## src/rtl/ahb_rr_arbiter.sv

```systemverilog
// ahb_rr_arbiter
//   Round-robin arbiter that shares one ahb_master user interface among NREQ
//   requesters. One requester is granted at a time. Its burst is sequenced onto
//   the i* outputs as a NONSEQ beat followed by SEQ beats. HREADY/HRESP are
//   tracked to count beats. Read data and done/err status go back to the
//   granted requester.
//
// Parameters
//   NREQ      number of requesters (2..8)
//   INCR_MAX  beat cap for undefined-length INCR bursts
//   PROT      constant driven on iHPROT
//
// Ports
//   HCLK, HRESET            clock, asynchronous active-high reset
//   req/req_write/req_lock  per-requester request, direction, locked access
//   req_addr/req_wdata      per-requester 32-bit slices
//   req_burst/req_size      per-requester 3-bit slices (HBURST/HSIZE encodings)
//   HREADY, HRESP, HRDATA   slave response as seen by ahb_master
//   gnt                     one-hot grant
//   beat_ack                address phase accepted; requester advances req_wdata
//   rdata_valid, rdata      registered read beat
//   done, err               one-cycle completion / abort pulses
//   iHTRANS..iHWRITE        ahb_master user interface
module ahb_rr_arbiter #(
  parameter int         NREQ     = 4,
  parameter int         INCR_MAX = 16,
  parameter logic [3:0] PROT     = 4'h1
) (
  input  logic                HCLK,
  input  logic                HRESET,
  input  logic [NREQ-1:0]     req,
  input  logic [NREQ-1:0]     req_write,
  input  logic [NREQ*32-1:0]  req_addr,
  input  logic [NREQ*3-1:0]   req_burst,
  input  logic [NREQ*3-1:0]   req_size,
  input  logic [NREQ-1:0]     req_lock,
  input  logic [NREQ*32-1:0]  req_wdata,
  input  logic                HREADY,
  input  logic                HRESP,
  input  logic [31:0]         HRDATA,
  output logic [NREQ-1:0]     gnt,
  output logic                beat_ack,
  output logic                rdata_valid,
  output logic [31:0]         rdata,
  output logic                done,
  output logic                err,
  output logic [1:0]          iHTRANS,
  output logic [2:0]          iHBURST,
  output logic [2:0]          iHSIZE,
  output logic [3:0]          iHPROT,
  output logic                iHMASTLOCK,
  output logic [31:0]         iHADDR,
  output logic [31:0]         iHWDATA,
  output logic                iHWRITE
);

  localparam int              PW       = (NREQ > 1) ? $clog2(NREQ) : 1;
  localparam logic [4:0]      INCR_CAP = 5'(INCR_MAX);
  localparam logic [NREQ-1:0] ONE_HOT0 = NREQ'(1);

  localparam logic [1:0] TR_IDLE   = 2'b00;
  localparam logic [1:0] TR_NONSEQ = 2'b10;
  localparam logic [1:0] TR_SEQ    = 2'b11;

  typedef enum logic [1:0] {ST_ARB, ST_ADDR, ST_SEQ, ST_DATA} state_t;

  state_t r_state, w_state_nxt;

  logic [PW-1:0]   r_ptr;
  logic [PW-1:0]   r_gidx;
  logic [NREQ-1:0] r_gnt;
  logic [31:0]     r_addr;
  logic [2:0]      r_burst;
  logic [2:0]      r_size;
  logic            r_write;
  logic            r_lock;
  logic            r_incr;
  logic [4:0]      r_beats;
  logic [4:0]      r_cnt;
  logic            r_done;
  logic            r_err;
  logic            r_rvalid;
  logic [31:0]     r_rdata;

  logic [31:0] w_addr_a  [NREQ];
  logic [31:0] w_wdata_a [NREQ];
  logic [2:0]  w_burst_a [NREQ];
  logic [2:0]  w_size_a  [NREQ];

  logic [PW-1:0] w_win;
  logic          w_found;
  logic          w_abort;
  logic          w_greq;
  logic          w_load;
  logic [PW-1:0] w_load_idx;
  logic          w_release;
  logic          w_cnt_first;
  logic          w_cnt_inc;
  logic          w_rd_cap;
  logic          w_done_set;
  logic          w_err_set;

  function automatic logic [4:0] f_beats(input logic [2:0] burst);
    logic [4:0] b;
    case (burst)
      3'b000:         b = 5'd1;
      3'b001:         b = INCR_CAP;
      3'b010, 3'b011: b = 5'd4;
      3'b100, 3'b101: b = 5'd8;
      default:        b = 5'd16;
    endcase
    return b;
  endfunction

  for (genvar gi = 0; gi < NREQ; gi++) begin : g_slice
    assign w_addr_a[gi]  = req_addr[32*gi +: 32];
    assign w_wdata_a[gi] = req_wdata[32*gi +: 32];
    assign w_burst_a[gi] = req_burst[3*gi +: 3];
    assign w_size_a[gi]  = req_size[3*gi +: 3];
  end

  // Winner: first asserted request searching upward from ptr+1, wrapping.
  always_comb begin
    int k;
    k       = 0;
    w_win   = r_ptr;
    w_found = 1'b0;
    for (int i = 1; i <= NREQ; i++) begin
      k = (int'(r_ptr) + i) % NREQ;
      if (!w_found && req[PW'(k)]) begin
        w_win   = PW'(k);
        w_found = 1'b1;
      end
    end
  end

  assign w_abort = HRESP & ~HREADY;
  assign w_greq  = req[r_gidx];

  always_ff @(posedge HCLK or posedge HRESET) begin
    if (HRESET) r_state <= ST_ARB;
    else        r_state <= w_state_nxt;
  end

  always_comb begin
    w_state_nxt = r_state;
    iHTRANS     = TR_IDLE;
    beat_ack    = 1'b0;
    w_load      = 1'b0;
    w_load_idx  = w_win;
    w_release   = 1'b0;
    w_cnt_first = 1'b0;
    w_cnt_inc   = 1'b0;
    w_rd_cap    = 1'b0;
    w_done_set  = 1'b0;
    w_err_set   = 1'b0;
    case (r_state)
      ST_ARB: begin
        if (w_found) begin
          w_load      = 1'b1;
          w_state_nxt = ST_ADDR;
        end
      end
      ST_ADDR: begin
        if (w_abort) begin
          w_err_set   = 1'b1;
          w_release   = 1'b1;
          w_state_nxt = ST_ARB;
        end else begin
          iHTRANS = TR_NONSEQ;
          if (HREADY) begin
            beat_ack    = 1'b1;
            w_cnt_first = 1'b1;
            w_state_nxt = (r_beats > 5'd1) ? ST_SEQ : ST_DATA;
          end
        end
      end
      ST_SEQ: begin
        if (w_abort) begin
          w_err_set   = 1'b1;
          w_release   = 1'b1;
          w_state_nxt = ST_ARB;
        end else begin
          // HREADY here completes the previous beat's data phase.
          w_rd_cap = HREADY & ~r_write;
          if (r_incr && !w_greq) begin
            // Undefined-length burst ended by the requester: no further beat.
            w_state_nxt = ST_DATA;
          end else begin
            iHTRANS = TR_SEQ;
            if (HREADY) begin
              beat_ack  = 1'b1;
              w_cnt_inc = 1'b1;
              if (r_cnt + 5'd1 == r_beats) w_state_nxt = ST_DATA;
            end
          end
        end
      end
      ST_DATA: begin
        if (w_abort) begin
          w_err_set   = 1'b1;
          w_release   = 1'b1;
          w_state_nxt = ST_ARB;
        end else if (HREADY) begin
          w_rd_cap   = ~r_write;
          w_done_set = 1'b1;
          if (r_lock && w_greq) begin
            // Locked requester keeps the bus: reload its descriptor, skip ARB.
            w_load      = 1'b1;
            w_load_idx  = r_gidx;
            w_state_nxt = ST_ADDR;
          end else begin
            w_release   = 1'b1;
            w_state_nxt = ST_ARB;
          end
        end
      end
      default: w_state_nxt = ST_ARB;
    endcase
  end

  always_ff @(posedge HCLK or posedge HRESET) begin
    if (HRESET) begin
      r_ptr    <= PW'(NREQ - 1);
      r_gidx   <= '0;
      r_gnt    <= '0;
      r_addr   <= '0;
      r_burst  <= '0;
      r_size   <= 3'b010;
      r_write  <= 1'b0;
      r_lock   <= 1'b0;
      r_incr   <= 1'b0;
      r_beats  <= '0;
      r_cnt    <= '0;
      r_done   <= 1'b0;
      r_err    <= 1'b0;
      r_rvalid <= 1'b0;
      r_rdata  <= '0;
    end else begin
      r_done   <= w_done_set;
      r_err    <= w_err_set;
      r_rvalid <= w_rd_cap;
      if (w_rd_cap) r_rdata <= HRDATA;

      if (w_load) begin
        r_gidx  <= w_load_idx;
        r_ptr   <= w_load_idx;
        r_gnt   <= ONE_HOT0 << w_load_idx;
        r_addr  <= w_addr_a[w_load_idx];
        r_burst <= w_burst_a[w_load_idx];
        r_size  <= w_size_a[w_load_idx];
        r_write <= req_write[w_load_idx];
        r_lock  <= req_lock[w_load_idx];
        r_incr  <= (w_burst_a[w_load_idx] == 3'b001);
        r_beats <= f_beats(w_burst_a[w_load_idx]);
      end else if (w_release) begin
        r_gnt  <= '0;
        r_lock <= 1'b0;
      end

      if (w_cnt_first)    r_cnt <= 5'd1;
      else if (w_cnt_inc) r_cnt <= r_cnt + 5'd1;
    end
  end

  assign gnt         = r_gnt;
  assign done        = r_done;
  assign err         = r_err;
  assign rdata_valid = r_rvalid;
  assign rdata       = r_rdata;
  assign iHBURST     = r_burst;
  assign iHSIZE      = r_size;
  assign iHPROT      = PROT;
  assign iHMASTLOCK  = r_lock;
  assign iHADDR      = r_addr;
  assign iHWRITE     = r_write;
  assign iHWDATA     = (|r_gnt) ? w_wdata_a[r_gidx] : 32'h0;

endmodule

```

## config.mk

```make
export PLATFORM = sky130hd
export DESIGN_NAME = ahb_rr_arbiter
export DESIGN_NICKNAME = d
export VERILOG_FILES = /design/src/rtl/ahb_rr_arbiter.sv
export SDC_FILE = /design/constraint.sdc
export NUM_CORES = 1
export LEC_CHECK = 0
export ABC_AREA = 1
export CORE_AREA = 8 8 167 169
export CTS_CLUSTER_SIZE = 16
export DETAILED_ROUTE_END_ITERATION = 10
export DIE_AREA = 0 0 175 177
export HOLD_SLACK_MARGIN = 0.15
export SLEW_MARGIN = 40
export SYNTH_ARGS = -nofsm -noshare
export SYNTH_HDL_FRONTEND = slang
export SYNTH_SLANG_ARGS = --single-unit
```

## constraint.sdc

```tcl
create_clock -name HCLK -period 7.5 [get_ports HCLK]
set_input_delay 1.5 -clock HCLK [delete_from_list [all_inputs] [get_ports HCLK]]
set_output_delay 1.5 -clock HCLK [all_outputs]
set_load 0.005 [all_outputs]
```

Word-level counts from Yosys, hierarchy flattened
Index checks and enable logic that the tools add are counted.

word-level totals
  register bits = 96
  input port bits = 328
  logic and storage cells = 159

cells by class
  $add $sub $neg = 5
  order comparisons = 9
  eq/ne operators = 14
  shifts and indexed selects = 1
  mux-type cells = 89
  bitwise operators = 6
  reductions and logical operators = 19

operators by type and width
  operator                                                   count
  two-way mux 32 bit                                         5
  binary-select mux 32 bit (select 2 bit)                    2
  two-way mux 2 bit                                          20
  two-way mux 1 bit                                          38
  < comparator 2 x 4 -> 1 bit (second input constant)        4
  case mux 5 bit (3 select lines)                            1
  binary-select mux 1 bit (select 2 bit)                     7
  binary-select mux 3 bit (select 2 bit)                     2
  two-way mux 3 bit                                          4
  two-way mux 5 bit                                          2
  two-way mux 4 bit                                          2
  inequality test 4 bit (second input constant)              2
  case mux 1 bit (2 select lines)                            4
  case mux 2 bit (4 select lines)                            1
  == test 3 x 2 -> 1 bit (second input constant)             2
  == test 3 bit (second input constant)                      2
  greater-or-equal comparator 3 bit (second input constant)  2
  < comparator 2 x 3 -> 1 bit (second input constant)        2
  inequality test 3 bit (second input constant)              2
  NOT 2 -> 3 bit                                             2
  OR reduction 2 bit                                         3
  adder 5 x 1 -> 5 bit (second input constant)               1
  == test 5 bit                                              1
  > comparator 5 x 1 -> 1 bit (second input constant)        1
  18 further kinds                                           31

Longest topological paths before layout
  word-level depth = 25
  depth in mapped cells = 21
  mapped depth without buffers = 19

Least setup slack after synthesis
OpenSTA, ideal clock, no wires.

  path type = input to output
  from = input req[1]
  to = output beat_ack
  arrival = 2.227 ns
  data required time = 6.000 ns
  setup slack = 3.773 ns
  stages = 8
  path buffers = 0
  cells stage by stage = nand2_1 > nand3_1 > a21boi_0 > nor2_1 > nor2_1 > nor2_1 > inv_1 > nor2_1

on the way
  cells in the longest elaborated chain, start to end = 7

RTL lines
  what                                     RTL line  text
  start: declaration                       31        input logic [NREQ-1:0] req,
  binary-select mux 1 bit (select 2 bit)   138       assign w_greq = req[r_gidx];
  two-way mux 1 bit (implied by the code)  138
  zero test 1 bit                          186       if (r_incr && !w_greq) begin
  logical AND 1 bit                        186
  two-way mux 1 bit                        186
  two-way mux 1 bit                        179       if (w_abort) begin
  case mux 1 bit (2 select lines)          157       case (r_state)
  end: declaration                         42        output logic beat_ack,

Every way passes these cells. The select of a mux whose other input is x is not followed.

Worst setup path after layout
Same ends and word-level chain as after synthesis.

==> results.md <==
* I/O Buffers at 441
* Share of the yosys chip area belonging to registers at between 30 and 40%
* Vias in the first global route at roughly 7,800
* Die W at roughly 180 um
* Syn avg cell area at ~6.4 um^2
* Via count at roughly 8,000
* Slew margin rel. at 49.9%
* GP Congestion at between 0.8 and 0.9
* Setup WS post-layout at roughly 2400 ps
* Final setup vio count at 0
* WP data arrival at 3580 ps
* Metal3 WL at 2.09 mm
* Layout fillers at approximately 2,700
* Hold Buf Count CTS at 0
* Outcome: complete, no violations
* Total Power at between 4 and 5 mW
* Mapped Area at roughly 6400 um^2
* WL met1 at approximately 12 mm
* # clock sinks at 95
* Worst hold slack at about 470 ps
* Most frequent cell after synthesis: nand2_1
* Switching portion of total power at 49.5%
* Antenna violations before repair at 0
* Final count of hold timing violations at 0
* Clock buffer depth at 2
* Drt first pass iters at 5
* Share of layout cells above drive strength 1 at approximately 4.7%
* Final period util at 67.7%
* Fin Setup TNS at 0 ps
* Max VDD drop at between 0.15 and 0.2 mV
* Largest net degree at the start of global routing at 69
* Area growth, synth to finish at 76.5%
* Count of antenna-violating nets left after detailed routing at 0
* Placement Setup Slack at approximately 2400 ps
* Ys Warns at 0
* Clk root buf: clkbuf_16
* Min Tclk post-route at 5080 ps
* Total GRT Usage at between 10% and 20%
* Layout Skew at ~9.3 ps
* Flop pwr share at 19.2%
* Post-synth top area share at a little over a third
* CP Launch Type: primary input
* Core area at 25,500 um^2
* Setup repair bufs after CTS at 0
* NumNets Final at between 1,500 and 2,000
* Largest cells by area after synthesis: dfrtp_1 (36%), nand2_1 (25%), nor2_1 (8.4%), o21ai_0 (6.3%), nand4_1 (4.0%)
* Routed wl met2 at 16.1 mm
* Async SR Flop Fraction at 100%
* Synth cell count leaders: nand2_1 (429), nor2_1 (143), dfrtp_1 (92), o21ai_0 (81), nand4_1 (41)
* Final WL at around 31 mm
* Cells after synthesis at 1,004
* Via density at ~4.5
* Pwr dens at a little over 400 nW/um^2
* Total CTS buffers at 9
* Clk pin slew, worst setup/hold paths at ~70 ps
* WP data required at approximately 6000 ps
* Number of synthesized flops with an enable pin at 0
* Drt drc at 0
* Max FO, Critical Path at 6
* Top FF cell, synth: dfrtp_1
* Cells resized by post-CTS repair at 0
* Class of the worst hold path: reg -> reg
* Int Pwr at around 2.4 mW
* Combinational share of power at 71.3%
* H-tree depth at 3
* Routed len/inst at between 15 and 20 um
* Fmax at about 0.20 GHz
* RSZ-0062 raised after global routing: false
* Clk Latency, worst-skew pair at about 350 ps
* Top-level port count at ~450
* Crit end category: output pin
* Sw Pwr at 2.31 mW
* Worst-Margin Slew at ~750 ps
* Crit path kind: in -> out
* Iter 0 DRT Violations at around 500
* Die height at roughly 180 um
* Detail Placement HPWL at approximately 24 mm
* Max cap viols at 0
* Rows at 59
* Highest metal used: met4
* Static Leak at ~5.0 nW
* Die ar. at 31,000 um^2
* Yosys top cell by area: dfrtp_1
* Clock Power Share at 9.5%
* ANT cells at 0
* First-pass GRT wire length at roughly 47 mm
* Final Max Slew Viols at 0
* CTS tree: yes
* Synth unique cells at 35
* Gr ovfl total at 0
* Number of synthesized register bits at 95
* Initial Util at between 20 and 30%
-- layout make-up --
type,count,area [um^2],area share [%]
clock buffer,10,239,2.11
clock inverter,6,43.8,0.387
inverter,36,145,1.28
multi-input combinational,816,3600,31.8
sequential,95,2380,21.1
tap,335,419,3.71
timing repair buffer,448,4480,39.6
-- sequential cells by signal (all words and copies together) (netlist names) --
name and cells:
r_incr 1, r_cnt 5, iHADDR 32, r_state 2, r_ptr 2, done 1
iHMASTLOCK 1, iHBURST 3, rdata_valid 1, iHSIZE 3, rdata 32, iHWRITE 1
r_beats 4, err 1, r_gidx 2, gnt 4
-- power by group through the flow --
stage	registers, mW	logic [mW]	clock network [mW]
after floorplan	0.892	2.03	0
final	0.898	3.33	0.443
after detailed placement	0.900	3.40	0
after global placement	0.896	3.35	0
after global routing	0.930	3.73	0.479
after CTS	0.900	3.40	0.460
-- worst paths after layout --
check | startpoint | end | slack (ps) | depth (start not counted)
max in group asynchronous | HRESET | r_gidx[1] | 5030 | 3
max reg2reg | r_gidx[0] | iHMASTLOCK | 3410 | 15
min | iHSIZE[1] | iHSIZE[1] | 470 | 2
min reg2reg | iHSIZE[1] | iHSIZE[1] | 470 | 2
min in group asynchronous | HRESET | rdata[21] | 1510 | 2
max | req[1] | beat_ack | 2420 | 10
-- cells in the final DEF, fill, tap and decap left out, types with 2 or more instances in the layout --
| cell type | instances |
|---|---|
| o22ai_1 | 3 |
| dfstp_2 | 3 |
| xnor2_1 | 2 |
| nor2_8 | 2 |
| nor3_1 | 3 |
| clkinv_2 | 2 |
| buf_4 | 5 |
| inv_1 | 26 |
| o21ai_0 | 80 |
| nor2_2 | 2 |
| dfrtp_1 | 91 |
| xor2_1 | 3 |
| inv_2 | 6 |
| nand2_1 | 429 |
| clkdlybuf4s50_1 | 441 |
| inv_4 | 4 |
| clkbuf_16 | 9 |
| a21oi_1 | 35 |
| nor2_1 | 143 |
| inv_6 | 2 |
| nand2_2 | 18 |
| ha_1 | 6 |
| nand3_1 | 32 |
| nand4_1 | 41 |
| conb_1 | 4 |
-- worst max-delay path, stage by stage --
cell and delay (ps):
clkdlybuf4s50_1 510, nand2_1 70, nand3_1 150, a21boi_0 140
nor2_1 150, nor2_1 80, nor2_1 160, inv_1 130
nor2_1 130, clkdlybuf4s50_1 560
-- stage by stage --
stage          util, %  area, um^2  instances
2_1_floorplan        -        6420       1006
5_1_grt           44.4       11300       1746
6_report          44.4       11300       1746
4_1_cts           44.4       11300       1746
3_3_place_gp      43.2       11000       1729
3_5_place_dp      43.3       11000       1730
-- layer usage --
metal,vias to the layer above,track usage (%)
li1,3991,-
met3,34,5.59
met4,0,4.87
met5,-,0
met1,3574,22.4
met2,288,34.4
-- logic make-up (layout without fill, tap and decap cells) --
logic type / Yosys count / count (layout) / synth area share [%]
simple gates: 677 / 677 / 43.8
compound gates: 124 / 124 / 9.88
flops: 95 / 95 / 37.2
buf+inv: 95 / 500 / 7.20
fa+ha+maj: 6 / 6 / 1.17
xor+xnor: 5 / 5 / 0.683
other cells: 2 / 4 / 0.117
Note: power is estimated with default switching activity, not from simulation.
